**config.mk**
```make
export PLATFORM = sky130hd
export DESIGN_NAME = multicycle_ctrl
export DESIGN_NICKNAME = d
export VERILOG_FILES = /design/src/rtl/core_pkg.sv /design/src/rtl/alu_decoder.sv /design/src/rtl/multicycle_ctrl.sv
export SDC_FILE = /design/constraint.sdc
export NUM_CORES = 1
export LEC_CHECK = 0
export ABC_AREA = 0
export BUFFER_PORTS_ARGS = -buffer_cell sky130_fd_sc_hd__clkbuf_2
export CAP_MARGIN = 30
export CORE_UTILIZATION = 37
export DETAILED_ROUTE_END_ITERATION = 8
export PLACE_DENSITY = 0.79
export SLEW_MARGIN = 30
export SYNTH_ARGS = -nofsm -noshare
export SYNTH_HDL_FRONTEND = slang
export SYNTH_SLANG_ARGS = --single-unit
export TNS_END_PERCENT = 100
```
**constraint.sdc**
```tcl
create_clock -name clk -period 1.4 [get_ports clk]
set_clock_uncertainty 0.05 [all_clocks]
set_input_delay 0.14 -clock clk [delete_from_list [all_inputs] [get_ports clk]]
set_output_delay 0.14 -clock clk [all_outputs]
set_load 0.01 [all_outputs]
```
**src/rtl/core_pkg.sv**
```systemverilog
// Shared encodings for the multicycle RV32I control path: FSM states, opcodes,
// and the mux/ALU select codes driven onto the datapath.
package core_pkg;

    typedef enum logic [3:0] {
        S_FETCH    = 4'd0,
        S_DECODE   = 4'd1,
        S_MEMADR   = 4'd2,
        S_MEMREAD  = 4'd3,
        S_MEMWB    = 4'd4,
        S_MEMWRITE = 4'd5,
        S_EXECR    = 4'd6,
        S_EXECI    = 4'd7,
        S_ALUWB    = 4'd8,
        S_BRANCH   = 4'd9,
        S_JAL      = 4'd10,
        S_TRAP     = 4'd15
    } state_t;

    localparam logic [6:0] OP_LOAD   = 7'b0000011;
    localparam logic [6:0] OP_STORE  = 7'b0100011;
    localparam logic [6:0] OP_R      = 7'b0110011;
    localparam logic [6:0] OP_I      = 7'b0010011;
    localparam logic [6:0] OP_BRANCH = 7'b1100011;
    localparam logic [6:0] OP_JAL    = 7'b1101111;

    localparam logic [2:0] ALU_ADD = 3'b000;
    localparam logic [2:0] ALU_SUB = 3'b001;
    localparam logic [2:0] ALU_AND = 3'b010;
    localparam logic [2:0] ALU_OR  = 3'b011;
    localparam logic [2:0] ALU_SLT = 3'b101;

    // Coarse ALU request from the FSM; FUNCT defers to the instruction fields.
    localparam logic [1:0] ALUOP_ADD   = 2'b00;
    localparam logic [1:0] ALUOP_SUB   = 2'b01;
    localparam logic [1:0] ALUOP_FUNCT = 2'b10;

    localparam logic [1:0] IMM_I = 2'b00;
    localparam logic [1:0] IMM_S = 2'b01;
    localparam logic [1:0] IMM_B = 2'b10;
    localparam logic [1:0] IMM_J = 2'b11;

    localparam logic [1:0] RES_ALUOUT = 2'b00;
    localparam logic [1:0] RES_DATA   = 2'b01;
    localparam logic [1:0] RES_ALU    = 2'b10;

    localparam logic [1:0] SRCA_PC    = 2'b00;
    localparam logic [1:0] SRCA_OLDPC = 2'b01;
    localparam logic [1:0] SRCA_A     = 2'b10;

    localparam logic [1:0] SRCB_B    = 2'b00;
    localparam logic [1:0] SRCB_IMM  = 2'b01;
    localparam logic [1:0] SRCB_FOUR = 2'b10;

endpackage

```
**src/rtl/alu_decoder.sv**
```systemverilog
// Maps the FSM's coarse ALU request plus funct fields to an ALU control code.
// illegal flags a funct3 the funct decode does not support, whatever alu_op is.
module alu_decoder
    import core_pkg::*;
(
    input  logic [1:0] alu_op,
    input  logic [2:0] funct3,
    input  logic       op_b5,
    input  logic       funct7b5,
    output logic [2:0] alu_control,
    output logic       illegal
);
    logic [2:0] funct_ctrl;

    always_comb begin
        funct_ctrl = ALU_ADD;
        illegal    = 1'b0;
        case (funct3)
            3'b000:  funct_ctrl = (op_b5 && funct7b5) ? ALU_SUB : ALU_ADD;
            3'b010:  funct_ctrl = ALU_SLT;
            3'b110:  funct_ctrl = ALU_OR;
            3'b111:  funct_ctrl = ALU_AND;
            default: illegal    = 1'b1;
        endcase
    end

    always_comb begin
        case (alu_op)
            ALUOP_ADD: alu_control = ALU_ADD;
            ALUOP_SUB: alu_control = ALU_SUB;
            default:   alu_control = funct_ctrl;
        endcase
    end

endmodule

```
**src/rtl/multicycle_ctrl.sv**
```systemverilog
// Main control FSM for the multicycle RV32I core (lw, sw, R/I ALU ops, beq/bne, jal).
// Define CTRL_MEM_READY_EN to stall memory states on mem_ready with a wait-state timeout.
module multicycle_ctrl
    import core_pkg::*;
#(
    parameter int STATE_W  = 4,
    parameter int WAIT_MAX = 15
) (
    input  logic               clk,
    input  logic               reset,
    input  logic [6:0]         op,
    input  logic [2:0]         funct3,
    input  logic               funct7b5,
    input  logic               zero,
    input  logic               mem_ready,
    output logic               pc_write,
    output logic               adr_src,
    output logic               mem_write,
    output logic               ir_write,
    output logic               reg_write,
    output logic [1:0]         result_src,
    output logic [1:0]         alu_src_a,
    output logic [1:0]         alu_src_b,
    output logic [1:0]         imm_src,
    output logic [2:0]         alu_control,
    output logic               illegal,
    output logic [STATE_W-1:0] state_dbg
);
    state_t     state_q, state_d;
    logic [1:0] alu_op;
    logic       funct_illegal;
    logic       mem_ok;
    logic       pc_en, ir_en, mw_en, rw_en, trap_flag;

`ifdef CTRL_MEM_READY_EN
    localparam int WCNT_W = $clog2(WAIT_MAX + 1);
    logic [WCNT_W-1:0] wait_q, wait_d;
    logic              mem_state, stall, timeout;

    assign mem_state = (state_q == S_FETCH) || (state_q == S_MEMREAD) || (state_q == S_MEMWRITE);
    assign mem_ok    = mem_ready;
    assign stall     = mem_state && !mem_ready;
    assign timeout   = stall && (wait_q == WCNT_W'(WAIT_MAX - 1));
    assign wait_d    = stall ? wait_q + 1'b1 : '0;

    always_ff @(posedge clk) begin
        if (reset) wait_q <= '0;
        else       wait_q <= wait_d;
    end
`else
    logic unused_mem_ready;
    localparam int unused_wait_max = WAIT_MAX;
    assign unused_mem_ready = mem_ready;
    assign mem_ok           = 1'b1;
`endif

    alu_decoder u_alu_dec (
        .alu_op     (alu_op),
        .funct3     (funct3),
        .op_b5      (op[5]),
        .funct7b5   (funct7b5),
        .alu_control(alu_control),
        .illegal    (funct_illegal)
    );

    always_comb begin
        state_d    = state_q;
        pc_en      = 1'b0;
        ir_en      = 1'b0;
        mw_en      = 1'b0;
        rw_en      = 1'b0;
        trap_flag  = 1'b0;
        adr_src    = 1'b0;
        result_src = RES_ALUOUT;
        alu_src_a  = SRCA_PC;
        alu_src_b  = SRCB_B;
        imm_src    = IMM_I;
        alu_op     = ALUOP_ADD;
        case (state_q)
            S_FETCH: begin
                alu_src_b  = SRCB_FOUR;
                result_src = RES_ALU;
                ir_en      = mem_ok;
                pc_en      = mem_ok;
                if (mem_ok) state_d = S_DECODE;
            end
            S_DECODE: begin
                // Branch target precomputed into ALUOut while the op is decoded.
                alu_src_a = SRCA_OLDPC;
                alu_src_b = SRCB_IMM;
                imm_src   = IMM_B;
                case (op)
                    OP_LOAD, OP_STORE: state_d = S_MEMADR;
                    OP_R:              state_d = funct_illegal ? S_TRAP : S_EXECR;
                    OP_I:              state_d = funct_illegal ? S_TRAP : S_EXECI;
                    OP_BRANCH:         state_d = S_BRANCH;
                    OP_JAL:            state_d = S_JAL;
                    default:           state_d = S_TRAP;
                endcase
            end
            S_MEMADR: begin
                alu_src_a = SRCA_A;
                alu_src_b = SRCB_IMM;
                imm_src   = (op == OP_STORE) ? IMM_S : IMM_I;
                state_d   = (op == OP_STORE) ? S_MEMWRITE : S_MEMREAD;
            end
            S_MEMREAD: begin
                adr_src = 1'b1;
                if (mem_ok) state_d = S_MEMWB;
            end
            S_MEMWB: begin
                result_src = RES_DATA;
                rw_en      = 1'b1;
                state_d    = S_FETCH;
            end
            S_MEMWRITE: begin
                adr_src = 1'b1;
                mw_en   = mem_ok;
                if (mem_ok) state_d = S_FETCH;
            end
            S_EXECR: begin
                alu_src_a = SRCA_A;
                alu_op    = ALUOP_FUNCT;
                state_d   = S_ALUWB;
            end
            S_EXECI: begin
                alu_src_a = SRCA_A;
                alu_src_b = SRCB_IMM;
                alu_op    = ALUOP_FUNCT;
                state_d   = S_ALUWB;
            end
            S_ALUWB: begin
                rw_en   = 1'b1;
                state_d = S_FETCH;
            end
            S_BRANCH: begin
                alu_src_a = SRCA_A;
                alu_op    = ALUOP_SUB;
                state_d   = S_FETCH;
                case (funct3)
                    3'b000:  pc_en   = zero;
                    3'b001:  pc_en   = !zero;
                    default: state_d = S_TRAP;
                endcase
            end
            S_JAL: begin
                alu_src_a = SRCA_OLDPC;
                alu_src_b = SRCB_FOUR;
                pc_en     = 1'b1;
                state_d   = S_ALUWB;
            end
            S_TRAP:  trap_flag = 1'b1;
            default: state_d = S_FETCH;
        endcase
`ifdef CTRL_MEM_READY_EN
        if (timeout) state_d = S_TRAP;
`endif
    end

    always_ff @(posedge clk) begin
        if (reset) state_q <= S_FETCH;
        else       state_q <= state_d;
    end

    // Reset masks every side effect so an abandoned instruction commits nothing.
    assign pc_write  = pc_en && !reset;
    assign ir_write  = ir_en && !reset;
    assign mem_write = mw_en && !reset;
    assign reg_write = rw_en && !reset;
    assign illegal   = trap_flag && !reset;
    assign state_dbg = STATE_W'(state_q);

endmodule

```
==> metrics.csv, run 1 <==
stage;metric;value;unit
die;die width;41.7;um
final_layout;fraction of layout cells with a size suffix above 1;64.4;%
clock_tree;number of buffers added by the clock tree synthesis step;3;
yosys;Post-Syn Area;583;um2
timing;setup TNS;-1.57;ns
die;starting density of the core;42.2;%
grt;Total Routing Usage GR;23.1;%
min_path;hold crit path type;primary input to register;
grt;pin count of the biggest net entering global routing;12;
worst_setup_path;path type of the worst setup path;register to output pin;
worst_setup_path;Crit path arrival time;1.37;ns
yosys;main area contributors after synthesis;sky130_fd_sc_hd__dfxtp_1 (14%), sky130_fd_sc_hd__a21oi_1 (6.0%), sky130_fd_sc_hd__nand2b_1 (5.4%);
clock_tree;clock tree sinks;4;
die;placeable core region;1380;um2
min_path;Hold Path Cell Cnt;2;
clock_tree;root buffer cell;sky130_fd_sc_hd__clkbuf_4;
grt;first-pass GRT wire length;3220;um
worst_setup_path;kind of end point of the critical path;output pin;
pwr;power per cell area;2330;nW/um2
grt;number of antenna violations at the first check in global routing;0;
detailed_routing;detailed-route via count;908;
detailed_routing;iteration count of the initial detailed-routing pass;4;
worst_setup_path;cell count of the worst reg-to-reg path;5;
yosys;count of state elements after synthesis;4;
pwr;maximum vdd ir drop;1.17;mV
min_path;hold path startpoint;reset;
min_path;end point of the worst hold path;state_dbg[0];
clock_tree;H-tree Lvls;1;
yosys;share of the yosys chip area belonging to registers;13.7;%
die;total die area;1740;um2
timing;max_slew headroom;77.5;%
clock_tree;quantity of hold-fixing buffers added after cts;0;
timing;max-slew violation count;0;
worst_setup_path;endpoint of the worst-slack reg-to-reg timing path;state_dbg[0];
worst_setup_path;launching point of the worst reg2reg path;state_dbg[1];
placed_design;DP Cell Count;151;
placed_design;worst-case setup slack after placement;-0.0706;ns
die;floorplan die height;41.7;um
final_layout;number of flip-flops in the largest register;4;
pwr;leakage power figure;0.553;nW
final_layout;diode count;0;
grt;number of global-route vias before repair;783;
placed_design;DP HPWL;1470;um
detailed_routing;starting DRC count in detailed routing;18;
final_layout;area growth from synthesis to layout;96.8;%
timing;highest clock frequency the design can meet;639;MHz
timing;shortest clock period the worst path allows after layout;1.56;ns
worst_setup_path;WP data required;1.21;ns
worst_setup_path;register-to-register path setup slack;-0.14;ns
placed_design;Post-DP Area;907;um2
yosys;net count after synthesis;103;
timing;number of hold violations in the final report;0;
final_layout;Final Instance Area;1150;um2
detailed_routing;DRC violation count after routing;0;
timing;endpoints failing setup;17;
yosys;synthesized area per cell;6.63;um2
yosys;count of yosys warnings during synthesis;0;
timing;unrepaired setup endpoints after global routing;yes;
clock_tree;number of buffers on the longest clock path;2;
timing;measured slew at the worst slew-check pin;0.336;ns
clock_tree;clock-pin slew reported for the worst setup and hold paths after clock tree synthesis;0.04;ns
worst_setup_path;largest fanout on the critical path;11;
final_layout;number of nets in the finished design;163;
final_layout;Cell Count, Final, Fillers Out;161;
detailed_routing;ratio of routed vias to standard cells;5.64;
clock_tree;CTS tree;yes;
die;top-level I/O count;36;
flow_run;maximum capacitance violations;0;
yosys;library cell occupying the most area in the post-synthesis netlist;sky130_fd_sc_hd__dfxtp_1;
placed_design;count of input and output buffers;34;
yosys;Yosys top cell area share;13.7;%
die;count of standard-cell rows;13;
outcome;status;finished, violations left;
detailed_routing;wire per inst;15.2;um
final_layout;utilization after layout;83.0;%
timing;minimum setup slack in the final design;-0.165;ns
clock_tree;clock latency on the worst-skew pair;0.24;ns
detailed_routing;final routed wirelength across all metal layers;2440;um
detailed_routing;number of nets with antenna violations after routing;0;
worst_setup_path;type of origin of the critical path;register;
timing;final critical-path share of the clock period;112;%
yosys;number of library cell types mapped by synthesis;37;
grt;total global routing overflow;0;
yosys;synthesized instance count;88;
placed_design;RePlAce Congestion;0.893;
outcome;violated checks;setup timing;
where the power goes:
group	switching [W]	leakage (nW)	internal (W)
Clock	0.0000543	0.0138	0.0000964
Sequential	0.000156	0.0356	0.000208
Combinational	0.00109	0.503	0.00107
through the flow:
step | power [W] | hold slack [ns]
3_3_place_gp | 0.00186 | 0.398
6_report | 0.00268 | 0.238
2_1_floorplan | 0.00124 | 0.179
3_5_place_dp | 0.00189 | 0.411
5_1_grt | 0.00286 | 0.265
4_1_cts | 0.00228 | 0.186
layout make-up:
cell class	instances	area, um2
clock buffer	3	22.5
fill	95	235
inverter	4	15.0
multi-input combinational	76	623
sequential	4	95.1
tap	15	18.8
timing repair buffer	59	373
worst max path at each step:
stage | from | cells past startpoint | slack [ns] | endpoint
6_report | state_dbg[3] | 3 | -0.16 | reg_write
5_1_grt | state_dbg[3] | 3 | -0.22 | reg_write
3_3_place_gp | state_dbg[1] | 5 | -0.04 | state_dbg[2]
2_1_floorplan | state_dbg[2] | 4 | -0.02 | illegal
3_5_place_dp | state_dbg[1] | 5 | -0.07 | state_dbg[2]
4_1_cts | state_dbg[3] | 3 | -0.16 | reg_write
cell usage in the layout, fill, tap and decap left out, drive strengths merged, types with 3 or more instances in the layout:
| cell type | n |
|---|---|
| a21oi | 7 |
| buf | 36 |
| clkbuf | 26 |
| dfxtp | 4 |
| inv | 4 |
| nand2 | 9 |
| nand2b | 5 |
| nor2 | 8 |
| nor2b | 3 |
| nor3 | 8 |
| nor4 | 3 |
| o21ai | 9 |
| or3 | 3 |
synthesized netlist by cell type:
| library cell | count |
|---|---|
| sky130_fd_sc_hd__nand2_1 | 8 |
| sky130_fd_sc_hd__buf_2 | 3 |
| sky130_fd_sc_hd__o221a_1 | 1 |
| sky130_fd_sc_hd__nor2b_1 | 3 |
| sky130_fd_sc_hd__o22a_1 | 1 |
| sky130_fd_sc_hd__and2b_2 | 1 |
| sky130_fd_sc_hd__or3_1 | 3 |
| sky130_fd_sc_hd__nor3b_1 | 1 |
| sky130_fd_sc_hd__nor2_1 | 8 |
| sky130_fd_sc_hd__a21oi_1 | 7 |
| sky130_fd_sc_hd__o21ai_0 | 5 |
| sky130_fd_sc_hd__and3b_1 | 1 |
| sky130_fd_sc_hd__a2111oi_0 | 1 |
| sky130_fd_sc_hd__o41ai_1 | 1 |
| sky130_fd_sc_hd__clkbuf_1 | 1 |
| sky130_fd_sc_hd__nor3_2 | 2 |
| sky130_fd_sc_hd__dfxtp_1 | 4 |
| sky130_fd_sc_hd__a21o_1 | 1 |
| sky130_fd_sc_hd__or2_1 | 1 |
| sky130_fd_sc_hd__nand2_2 | 1 |
| sky130_fd_sc_hd__nand2b_1 | 5 |
| sky130_fd_sc_hd__nor3_1 | 6 |
| sky130_fd_sc_hd__o31ai_1 | 1 |
| sky130_fd_sc_hd__o221ai_1 | 1 |
| sky130_fd_sc_hd__nand3_1 | 1 |
| sky130_fd_sc_hd__o21ai_1 | 3 |
| sky130_fd_sc_hd__nor4b_1 | 1 |
| sky130_fd_sc_hd__xnor2_1 | 2 |
| sky130_fd_sc_hd__o32ai_1 | 1 |
| sky130_fd_sc_hd__nor4_1 | 3 |
| sky130_fd_sc_hd__o21ai_2 | 1 |
| sky130_fd_sc_hd__a221oi_2 | 1 |
| sky130_fd_sc_hd__or4_4 | 1 |
| sky130_fd_sc_hd__a31oi_1 | 1 |
| sky130_fd_sc_hd__xor2_1 | 1 |
| sky130_fd_sc_hd__o211ai_1 | 1 |
| sky130_fd_sc_hd__inv_1 | 4 |
kinds of logic (layout without fill, tap and decap cells):
family                 after synthesis  after routing  share of synthesized area (%)
buffers and inverters                8             66                           5.79
XOR/XNOR                             3              3                           4.51
AO/OA/AOI/OAI                       27             27                           31.3
flip-flops                           4              4                           13.7
AND/OR/NAND/NOR                     46             46                           44.6
worst max-delay path, cell delays in order (launching register included):
cell and delay, ns:
sky130_fd_sc_hd__dfxtp_4 0.39, sky130_fd_sc_hd__nand2b_2 0.25, sky130_fd_sc_hd__a2111oi_4 0.31, sky130_fd_sc_hd__buf_2 0.18
metal layers:
metal | wire (um) | vias to the layer above | global-route usage [%]
li1 | - | 448 | -
met1 | 978 | 429 | 28.2
met2 | 1380 | 29 | 40.9
met3 | 64 | 2 | 2.61
met4 | 16 | 0 | 9.03
met5 | 0 | - | 0
repair_timing:
item | in CTS | in global routing
pin swaps | 3 | 4
buffers inserted | 4 | 3
endpoints found under the setup margin | 21 | 21
hold endpoints to repair | 0 | 0
resized for setup | 20 | 28
Note: power is estimated with default switching activity, not from simulation.
==> inputs of run 2 (changes only) <==
--- a/config.mk
+++ b/config.mk
@@ -15,4 +15,4 @@
 export SYNTH_ARGS = -nofsm -noshare
 export SYNTH_HDL_FRONTEND = slang
 export SYNTH_SLANG_ARGS = --single-unit
-export TNS_END_PERCENT = 100
+export TNS_END_PERCENT = 30
==> run 2 against run 1 <==
Against the previous run: largest power group unchanged; largest cell class unchanged; the flow still finishes with violations (setup timing); via count increased by 3.6%; critical endpoint is now imm_src[0]; maximum frequency increased by 1.7%; sequential cell count unchanged; worst setup slack improved by 0.027 ns; clock power decreased by 9%; sequential share of layout area decreased by 0.37 points; combinational power increased by 10%; total power increased by 7.2%; critical path depth increased by 1; non-clock buffer count unchanged; global-route usage increased by 1.8 points.
==> metrics.csv, run 2 (synthesis gave the netlist of run 1 again) <==
stage;metric;value;unit;change
outcome;status;finished, violations left;;unchanged
outcome;violated checks;setup timing;;unchanged
placed_design;count of input and output buffers;34;;unchanged
pwr;leakage power figure;0.567;nW;was 0.553 nW
worst_setup_path;worst-path cell with the longest stage delay;sky130_fd_sc_hd__dfxtp_4;;unchanged
clock_tree;CTS tree;yes;;unchanged
detailed_routing;wire per inst;14.7;um;was 15.2 um
timing;highest clock frequency the design can meet;650;MHz;was 639 MHz
placed_design;RePlAce Congestion;0.853;;was 0.893
worst_setup_path;endpoint of the worst-slack reg-to-reg timing path;state_dbg[0];;unchanged
grt;Total Routing Usage GR;24.9;%;was 23.1%
detailed_routing;detailed-route via count;941;;was 908
worst_setup_path;Crit path arrival time;1.35;ns;was 1.37 ns
pwr;power per cell area;2390;nW/um2;was 2330 nW/um2
final_layout;fraction of layout cells with a size suffix above 1;65.1;%;was 64.4%
placed_design;worst-case setup slack after placement;-0.102;ns;was -0.0706 ns
worst_setup_path;WP data required;1.21;ns;about the same
grt;first-pass GRT wire length;3510;um;was 3220 um
grt;number of global-route vias before repair;830;;was 783
pwr;cell internal power dissipation;0.00154;W;was 0.00137 W
worst_setup_path;cell chain of the critical path;nor2_2 > nand3_1 > nor3_2 > clkbuf_2;;was nand2b_2 > a2111oi_4 > buf_2
die;total die area;1740;um2;unchanged
clock_tree;clock tree sinks;4;;unchanged
detailed_routing;iteration count of the initial detailed-routing pass;4;;unchanged
clock_tree;number of buffers added by the clock tree synthesis step;3;;unchanged
final_layout;diode count;0;;unchanged
detailed_routing;final routed wirelength across all metal layers;2370;um;was 2440 um
clock_tree;H-tree Lvls;1;;unchanged
min_path;Hold Path Cell Cnt;2;;unchanged
final_layout;number of flip-flops in the largest register;4;;unchanged
flow_run;maximum capacitance violations;0;;unchanged
clock_tree;clock-pin slew reported for the worst setup and hold paths after clock tree synthesis;0.04;ns;about the same
worst_setup_path;register-to-register path setup slack;-0.01;ns;was -0.14 ns
worst_setup_path;largest fanout on the critical path;7;;was 11
final_layout;most common library cell in the layout ignoring fill and taps;sky130_fd_sc_hd__clkbuf_2;;unchanged
pwr;net switching share of the total power;46.2;%;was 48.7%
min_path;hold crit path type;primary input to register;;unchanged
detailed_routing;DRC violation count after routing;0;;unchanged
final_layout;number of nets in the finished design;163;;unchanged
min_path;hold path startpoint;reset;;unchanged
worst_setup_path;launching point of the worst reg2reg path;state_dbg[1];;unchanged
final_layout;area growth from synthesis to layout;106;%;was 96.8%
timing;shortest clock period the worst path allows after layout;1.54;ns;was 1.56 ns
timing;minimum setup slack in the final design;-0.138;ns;was -0.165 ns
detailed_routing;number of nets with antenna violations after routing;0;;unchanged
timing;final critical-path share of the clock period;110;%;was 112%
die;top-level I/O count;36;;unchanged
grt;pin count of the biggest net entering global routing;12;;unchanged
grt;number of antenna violations at the first check in global routing;0;;unchanged
worst_setup_path;type of origin of the critical path;register;;unchanged
timing;unrepaired setup endpoints after global routing;yes;;unchanged
worst_setup_path;worst stage delay on the critical path;0.37;ns;was 0.39 ns
timing;number of hold violations in the final report;0;;unchanged
clock_tree;clock latency on the worst-skew pair;0.23;ns;was 0.24 ns
worst_setup_path;kind of end point of the critical path;output pin;;unchanged
die;placeable core region;1380;um2;unchanged
detailed_routing;ratio of routed vias to standard cells;5.84;;was 5.64
timing;max_slew headroom;79.6;%;was 77.5%
timing;smallest hold slack;0.236;ns;was 0.238 ns
detailed_routing;starting DRC count in detailed routing;29;;was 18
clock_tree;number of buffers on the longest clock path;2;;unchanged
final_layout;utilization after layout;86.9;%;was 83.0%
timing;measured slew at the worst slew-check pin;0.302;ns;was 0.336 ns
placed_design;DP HPWL;1460;um;was 1470 um
pwr;maximum vdd ir drop;1.07;mV;was 1.17 mV
worst_setup_path;startpoint of the worst setup timing path;state_dbg[2];;was state_dbg[3]
worst_setup_path;cell count of the worst reg-to-reg path;5;;unchanged
pwr;part of the total power dissipated in combinational logic;82.7;%;was 80.7%
min_path;end point of the worst hold path;state_dbg[0];;unchanged
die;count of standard-cell rows;13;;unchanged
pwr;proportion of power drawn by flip-flops and latches;12.5;%;was 13.6%
grt;total global routing overflow;0;;unchanged
clock_tree;quantity of hold-fixing buffers added after cts;0;;unchanged
timing;endpoints failing setup;17;;unchanged
die;starting density of the core;42.2;%;unchanged
pwr;net switching power figure;0.00133;W;was 0.00130 W
worst_setup_path;path type of the worst setup path;register to output pin;;unchanged
die;die width;41.7;um;unchanged
clock_tree;root buffer cell;sky130_fd_sc_hd__clkbuf_4;;unchanged
final_layout;commonest cells after routing, fill and taps aside;sky130_fd_sc_hd__clkbuf_2 (21), sky130_fd_sc_hd__buf_4 (17), sky130_fd_sc_hd__buf_2 (12);;was sky130_fd_sc_hd__clkbuf_2 (23), sky130_fd_sc_hd__buf_4 (21), sky130_fd_sc_hd__buf_2 (11)
pwr;share of total power in the clock network;4.8;%;was 5.6%
timing;max-slew violation count;0;;unchanged
die;floorplan die height;41.7;um;unchanged
[run 2: cell count changes in the layout (fill, tap and decap cells not counted), sizes merged]
| cell | change |
|---|---|
| buf | +2 |
| clkbuf | -2 |
[run 2: how the worst max path moves through the flow]
stage / end / slack [ns] / depth (start not counted)
2_1_floorplan: state_dbg[2] / -0.08 / 5
3_3_place_gp: state_dbg[1] / -0.06 / 4
3_5_place_dp: reg_write / -0.10 / 3
4_1_cts: reg_write / -0.13 / 4
5_1_grt: imm_src[0] / -0.22 / 4
6_report: imm_src[0] / -0.14 / 4
[run 2: worst max-delay path, delay by kind of cell, from the launching register on]
kind	cells	cell delay (ns)
buffers and inverters	1	0.16
DFF	1	0.37
and+or+nand+nor	3	0.58
[run 2: per-layer routing]
layer	vias to the layer above	track usage, %	wire length, um
met5	-	0	0
met4	0	11.0	67
met3	8	2.17	121
met2	52	46.6	1250
met1	434	28.1	934
li1	447	-	-
[run 2: what timing repair did]
| item | CTS | global route |
|---|---|---|
| gates resized for setup | 29 | 35 |
| pin swaps | 7 | 5 |
| setup buffers | 3 | 3 |
| setup endpoints to repair | 21 | 18 |
[run 2: metrics by stage]
stage                     instances  power [W]  TNS (ns)  instance area [um2]
after floorplan                  88    0.00119    -0.260                  591
after CTS                       158    0.00244    -0.847                 1070
final                           161    0.00287     -1.16                 1200
after detailed placement        152    0.00194    -0.374                  916
after global placement          152    0.00190    -0.123                  916
after global routing            161    0.00305     -2.24                 1200
[run 2: layout make-up]
type / count / area [um2]
well taps: 15 / 18.8
flip-flops and latches: 4 / 95.1
repair buffers: 59 / 414
fillers: 80 / 181
multi-input cells: 76 / 636
clock buffers: 3 / 22.5
inverters: 4 / 15.0
[run 2: power groups by stage]
| stage | Clock, W | Sequential [W] | Combinational [W] |
|---|---|---|---|
| global route | 0.000151 | 0.000373 | 0.00252 |
| detailed placement | 0 | 0.000271 | 0.00166 |
| finish | 0.000138 | 0.000358 | 0.00238 |
| floorplan | 0 | 0.000281 | 0.000909 |
| global placement | 0 | 0.000271 | 0.00163 |
| CTS | 0.000141 | 0.000311 | 0.00199 |
